--- config.mk ---
export PLATFORM = sky130hd
export DESIGN_NAME = fetch_pc
export DESIGN_NICKNAME = d
export VERILOG_FILES = /design/src/rtl/fetch_pc_pkg.sv /design/src/rtl/fetch_pc.sv
export SDC_FILE = /design/constraint.sdc
export NUM_CORES = 1
export LEC_CHECK = 0
export CORE_ASPECT_RATIO = 0.8
export CORE_MARGIN = 10
export CORE_UTILIZATION = 43
export CTS_CLUSTER_DIAMETER = 150
export DETAILED_ROUTE_END_ITERATION = 10
export GPL_ROUTABILITY_DRIVEN = 1
export PLACE_DENSITY = 0.77
export SYNTH_ARGS = -nofsm -noshare
export SYNTH_HDL_FRONTEND = slang
export SYNTH_SLANG_ARGS = --single-unit
--- constraint.sdc ---
create_clock -name clk -period 2 [get_ports clk]
set_input_delay 0.6 -clock clk [delete_from_list [all_inputs] [get_ports clk]]
set_output_delay 0.6 -clock clk [all_outputs]
set_load 0.01 [all_outputs]
--- src/rtl/fetch_pc_pkg.sv ---
// Shared fetch-path parameters: address/word widths, branch-epoch tag width,
// and the word-alignment helper used on redirect targets.
package fetch_pc_pkg;

  localparam int ADDR   = 32;
  localparam int WORD   = 32;
  localparam int W_BRID = 4;

  // Redirect targets are forced onto a word boundary by dropping the byte offset.
  function automatic logic [ADDR-1:0] alignWord(input logic [ADDR-1:0] addr);
    return {addr[ADDR-1:2], 2'b00};
  endfunction

endpackage

--- src/rtl/fetch_pc.sv ---
// Program counter for the fetch stage: boots for one cycle, free-runs by one word,
// honours stall/halt, and takes execute-stage redirects with a new branch epoch.
module fetch_pc
  import fetch_pc_pkg::*;
#(
  parameter logic [ADDR-1:0] RESET_PC = '0
) (
  input  logic              clk,
  input  logic              reset,
  input  logic              stall_i,
  input  logic              halt_i,
  input  logic              br_v_i,
  input  logic [ADDR-1:0]   br_pc_i,
  output logic [ADDR-1:0]   pc_o,
  output logic              req_o,
  output logic [W_BRID-1:0] brid_o,
  output logic              branch_o
);

  typedef enum logic [1:0] {
    BOOT = 2'd0,
    RUN  = 2'd1,
    HALT = 2'd2
  } state_t;

  localparam logic [ADDR-1:0] PC_STEP = ADDR'(4);

  state_t            state_q, state_d;
  logic [ADDR-1:0]   pc_q, pc_d;
  logic [W_BRID-1:0] brid_q, brid_d;

  always_ff @(posedge clk) begin
    if (!reset) begin
      state_q <= BOOT;
      pc_q    <= RESET_PC;
      brid_q  <= '0;
    end else begin
      state_q <= state_d;
      pc_q    <= pc_d;
      brid_q  <= brid_d;
    end
  end

  // A redirect beats stall and halt; a stall holds the PC even when halt is also raised.
  always_comb begin
    state_d  = state_q;
    pc_d     = pc_q;
    brid_d   = brid_q;
    req_o    = 1'b0;
    branch_o = 1'b0;
    unique case (state_q)
      BOOT: begin
        state_d = RUN;
      end
      RUN: begin
        req_o    = 1'b1;
        branch_o = br_v_i;
        if (br_v_i) begin
          pc_d   = alignWord(br_pc_i);
          brid_d = brid_q + W_BRID'(1);
        end else if (stall_i) begin
          pc_d = pc_q;
        end else if (halt_i) begin
          state_d = HALT;
        end else begin
          pc_d = pc_q + PC_STEP;
        end
      end
      HALT: begin
        if (br_v_i) begin
          state_d = RUN;
          pc_d    = alignWord(br_pc_i);
          brid_d  = brid_q + W_BRID'(1);
        end
      end
      default: begin
        state_d = BOOT;
      end
    endcase
  end

  assign pc_o   = pc_q;
  assign brid_o = brid_q;

endmodule
### Word level (Yosys, flattened, before mapping)

Index checks and enable logic that the tools add are counted.

* flip-flop bits (word level): 38
* input port bits: 37
* output and inout bits: 38
* logic and storage cells: 31

* $add $sub $neg: 2
* equality and inequality tests: 8
* muxes and demuxes: 12
* reductions and logical operators: 6

Operators with widths (count)
* 32-bit 2-to-1 mux: 4
* 32-bit case mux with 2 select lines: 1
* 32-bit by 3-bit adder with 32-bit output (second input constant): 1
* 2-bit 2-to-1 mux: 4
* 2-bit inequality test (second input constant): 4
* 4-bit AND reduction: 2
* 3-bit inequality test (second input constant): 2
* 2-bit case mux with 3 select lines: 1
* 4-bit by 1-bit adder with 4-bit output (second input constant): 1
* 2-bit by 1-bit == test with 1-bit output (second input constant): 1
* 2-bit == test (second input constant): 1
* 2-bit zero test: 1
* 1-bit 2-to-1 mux: 2
* 2-bit AND reduction: 1
* 2-bit nonzero test: 1
* 2-bit OR reduction: 1

### Longest topological paths before layout

* depth in word-level cells: 5
* mapped depth: 9
* gate-level depth less buffers: 6

### Worst setup path before layout

OpenSTA, ideal clock, no wires.

* kind: input port to output port
* start: input port br_v_i
* end: output port branch_o
* arrival: 1.483 ns
* data required time: 1.400 ns
* path slack: -0.083 ns
* stages on the path: 4
* path buffers: 3
* cell sequence: buf_2 clkbuf_1 clkbuf_1 and2_1

* cells in the longest elaborated chain, start to end: 1

RTL lines
* from (decl): RTL line fetch_pc.sv:12 `input logic br_v_i,`
* 1-bit 2-to-1 mux: RTL line fetch_pc.sv:51 `unique case (state_q)`
* to (decl): RTL line fetch_pc.sv:17 `output logic branch_o`

Every way passes these cells.

### Worst setup path in the final report

* start: register pc_q[5] (netlist: pc_o[5])
* end: output port pc_o[5]

RTL lines
* from (decl): RTL line fetch_pc.sv:29 `logic [ADDR-1:0] pc_q, pc_d;`
* from (signal assigned): RTL line fetch_pc.sv:39 `pc_q <= pc_d;`
* to (decl): RTL line fetch_pc.sv:14 `output logic [ADDR-1:0] pc_o,`

No word-level cell between the ends.

==> key figures <==
Outcome
  • Result of the run: finished clean

Place
  • Placed Instance Area: 3570 sq um
  • Global placer's final weighted congestion: 0.864
  • DP Wirelength: 6.76 mm
  • Count of input and output buffers: 70
  • Setup slack at placement: -0.493 ns

Clock network
  • Clock root buffer: sky130_fd_sc_hd__clkbuf_8
  • Number of buffers inserted by hold repair at cts: 0
  • Clock tree from TritonCTS: yes
  • Number of buffers on the longest clock path: 2
  • Clk_lat worst skew: 0.29 ns
  • Clock sink count: 36
  • Reg clk slew, reported paths: 0.07 ns
  • Count of H-tree levels built during CTS: 2
  • Cts bufs inserted: 5

Critical path
  • Slowest Stage Delay on Critical Path: 0.62 ns
  • Type of origin of the critical path: register
  • Sum of buffers and inverters on the critical path: 1
  • CP Capture Type: output pin
  • Start point of the critical path: pc_o[5]$_SDFFE_PN0P_
  • Worst-path cell chain: clkdlybuf4s50_1
  • Crit path max-delay cell type: sky130_fd_sc_hd__clkdlybuf4s50_1
  • Crit Reg-Reg Startpoint: state_q[0]$_SDFFE_PN0P_
  • Arrival time of the worst setup path: 1.35 ns
  • Crit Path Category: register to output pin
  • CP Max Fanout: 7
  • Critical path required time: 1.40 ns
  • Category of cells accounting for the largest share of critical-path delay: buffers and inverters

Final layout
  • Sequential Area: 731 sq um
  • Layout-stage area growth over the synthesis result: 45.5%
  • Layout cells sized above 1: 0.202
  • Footprint of the multi-input gates: 1730 sq um
  • Number of antenna cells inserted: 0
  • Number of nets in the layout: 463
  • Final cell area excluding filler cells: 3740 sq um
  • Count of fill cells added during filler insertion: 518

Route
  • Vias per cell: 6.06
  • Drt wl/cell: 17.9 um
  • Total via count in the routed design: 3035
  • Number of optimization iterations in the first detailed-route pass: 5
  • Remaining DRCs: 0
  • Overall routed net length: 8.95 mm
  • Initial detailed-routing violation count: 239
  • Count of antenna-violating nets left after detailed routing: 0

Worst hold path
  • Worst hold path startpoint: brid_o[3]$_SDFFE_PN0P_
  • Worst min-delay path class: register to register

Synthesis
  • Syn. warnings: 0
  • Synthesized flop and latch total: 36
  • Post-synthesis average cell area: 7.86 sq um
  • Post-synth EDFFs: 0
  • Number of library cell types mapped by synthesis: 64
  • Proportion of synthesized flip-flops having asynchronous set or reset: 0
  • Post-synth top flop: sky130_fd_sc_hd__dfxtp_1
  • Area of the mapped netlist: 2570 sq um
  • Gate count of the mapped netlist: 327
  • Fraction of the yosys area taken by sequential cells: 0.281

GRT
  • Pin count of the biggest net entering global routing: 21
  • Global-route wire length before repair: 14.5 mm
  • Global-route usage over all layers: 0.186
  • Total congestion overflow after global routing: 0
  • Number of antenna violations at the first check in global routing: 0
  • Number of global-route vias before repair: 2884

Timing
  • Worst-case hold slack: 0.501 ns
  • Post-route setup slack: 0.0453 ns
  • Final Max Slew Viols: 0
  • Number of hold-slack violations in the final timing report: 0
  • TNS Setup: 0 ns
  • Number of failing setup endpoints in the final timing report: 0
  • Unrepaired setup endpoints after global routing: yes
  • Period Utilization, post-route: 0.977
  • Min Clock Period, post-route: 1.95 ns
  • Setup skew after layout: 0.00356 ns
  • Max frequency: 512 MHz

Floorplanning
  • Initial Util: 0.439
  • Number of placed I/O pins: 75
  • Core region area: 5850 sq um
  • Overall die height: 89.1 um
  • Die Footprint: 9480 sq um
  • Width of the die: 106 um
  • Rows: 25

Power and ir drop
  • Worst supply voltage drop on vdd: 347 uV
  • Power density over cell area: 580 nW/um^2
  • Leakage Power: 1.37 nW

Job
  • Max-cap check violation count: 0
flip-flops by register name, indices dropped and copies added, names as in the netlist:
register	count
brid_o	4
pc_o	30
state_q	2
placed cells by master, fill, tap and decap left out, types with 5 or more instances in the layout:
cell type                         count
sky130_fd_sc_hd__a211oi_1             6
sky130_fd_sc_hd__a21oi_1             19
sky130_fd_sc_hd__a31oi_1              5
sky130_fd_sc_hd__a32oi_1              7
sky130_fd_sc_hd__and2_1               7
sky130_fd_sc_hd__and3_1               6
sky130_fd_sc_hd__buf_4               39
sky130_fd_sc_hd__clkbuf_8             7
sky130_fd_sc_hd__clkdlybuf4s50_1     67
sky130_fd_sc_hd__dfxtp_1             30
sky130_fd_sc_hd__dfxtp_2              5
sky130_fd_sc_hd__inv_1                6
sky130_fd_sc_hd__nand2_1             28
sky130_fd_sc_hd__nand3_1             17
sky130_fd_sc_hd__nand4_1             11
sky130_fd_sc_hd__nor2_1              21
sky130_fd_sc_hd__nor3_1               9
sky130_fd_sc_hd__o21ai_0             23
sky130_fd_sc_hd__or3_1                7
sky130_fd_sc_hd__or4_1                5
final timing paths:
check	end	slack, ns	depth (start not counted)
worst max-delay path	pc_o[5]	0.05	1
worst min-delay path	brid_o[3]$_SDFFE_PN0P_	0.50	2
worst max register to register	pc_o[17]$_SDFFE_PN0P_	0.13	8
worst min register to register	brid_o[3]$_SDFFE_PN0P_	0.50	2
layer usage:
metal	vias to the layer above	global-route usage	wire length, um
met4	0	0.0442	57
met1	1416	0.242	4110
met2	158	0.297	3940
li1	1452	-	-
met3	9	0.0533	847
met5	-	0	0
synthesized netlist by cell type (3+ instances only):
library cell | count | share of area
sky130_fd_sc_hd__clkbuf_1 | 13 | 0.019
sky130_fd_sc_hd__a211oi_1 | 6 | 0.018
sky130_fd_sc_hd__nand3_1 | 17 | 0.033
sky130_fd_sc_hd__a211o_1 | 3 | 0.010
sky130_fd_sc_hd__and4_1 | 4 | 0.014
sky130_fd_sc_hd__a31oi_1 | 5 | 0.012
sky130_fd_sc_hd__nand4_1 | 11 | 0.027
sky130_fd_sc_hd__or3_1 | 7 | 0.017
sky130_fd_sc_hd__o221ai_1 | 3 | 0.010
sky130_fd_sc_hd__and3_1 | 6 | 0.015
sky130_fd_sc_hd__inv_1 | 7 | 0.010
sky130_fd_sc_hd__nor3_1 | 9 | 0.018
sky130_fd_sc_hd__o311ai_0 | 3 | 0.010
sky130_fd_sc_hd__buf_4 | 4 | 0.012
sky130_fd_sc_hd__a21oi_1 | 19 | 0.037
sky130_fd_sc_hd__buf_2 | 11 | 0.021
sky130_fd_sc_hd__or4_1 | 5 | 0.015
sky130_fd_sc_hd__and2_1 | 6 | 0.015
sky130_fd_sc_hd__ha_1 | 6 | 0.029
sky130_fd_sc_hd__nand2_1 | 28 | 0.041
sky130_fd_sc_hd__nor4_1 | 4 | 0.0097
sky130_fd_sc_hd__nand4b_1 | 4 | 0.014
sky130_fd_sc_hd__a311oi_1 | 6 | 0.020
sky130_fd_sc_hd__o21ai_0 | 24 | 0.047
sky130_fd_sc_hd__nor2_1 | 22 | 0.032
sky130_fd_sc_hd__a32oi_1 | 7 | 0.024
sky130_fd_sc_hd__dfxtp_1 | 36 | 0.28
what timing repair did:
item                                    CTS  global route
buffers inserted                          0             0
gates resized for setup                   6            23
hold endpoints to repair                  0             0
pin swaps                                 0             0
endpoints found under the setup margin   31            23
final cells by class:
cell class / count / area share
Multi-Input combinational cell: 255 / 0.462
Timing Repair Buffer: 114 / 0.281
Sequential cell: 36 / 0.195
Tap cell: 81 / 0.0271
Clock buffer: 7 / 0.0258
Inverter: 8 / 0.00803
stage by stage:
step,std cells,utilization,power (mW)
after detailed placement,494,0.611,1.57
after floorplan,328,-,1.20
after CTS,501,0.628,2.14
final,501,0.639,2.17
after global placement,494,0.611,1.56
after global routing,501,0.639,2.27
logic make-up after synthesis:
group / count (synthesis) / share of synthesized area
adders and majority gates: 6 / 0.0292
and+or+nand+nor: 142 / 0.331
AOI/OAI and AO/OA: 101 / 0.274
muxes: 2 / 0.00828
other: 1 / 0.00146
DFF: 36 / 0.281
buffers and inverters: 37 / 0.0682
xor gates and xnor gates: 2 / 0.00682
power breakdown:
| part | total [mW] | internal (mW) | switching [mW] |
|---|---|---|---|
| logic | 0.710 | 0.376 | 0.333 |
| clock network | 0.586 | 0.307 | 0.279 |
| registers | 0.872 | 0.784 | 0.0875 |
| total | 2.17 | 1.47 | 0.699 |
No activity file was read; power rests on OpenSTA's default activity.
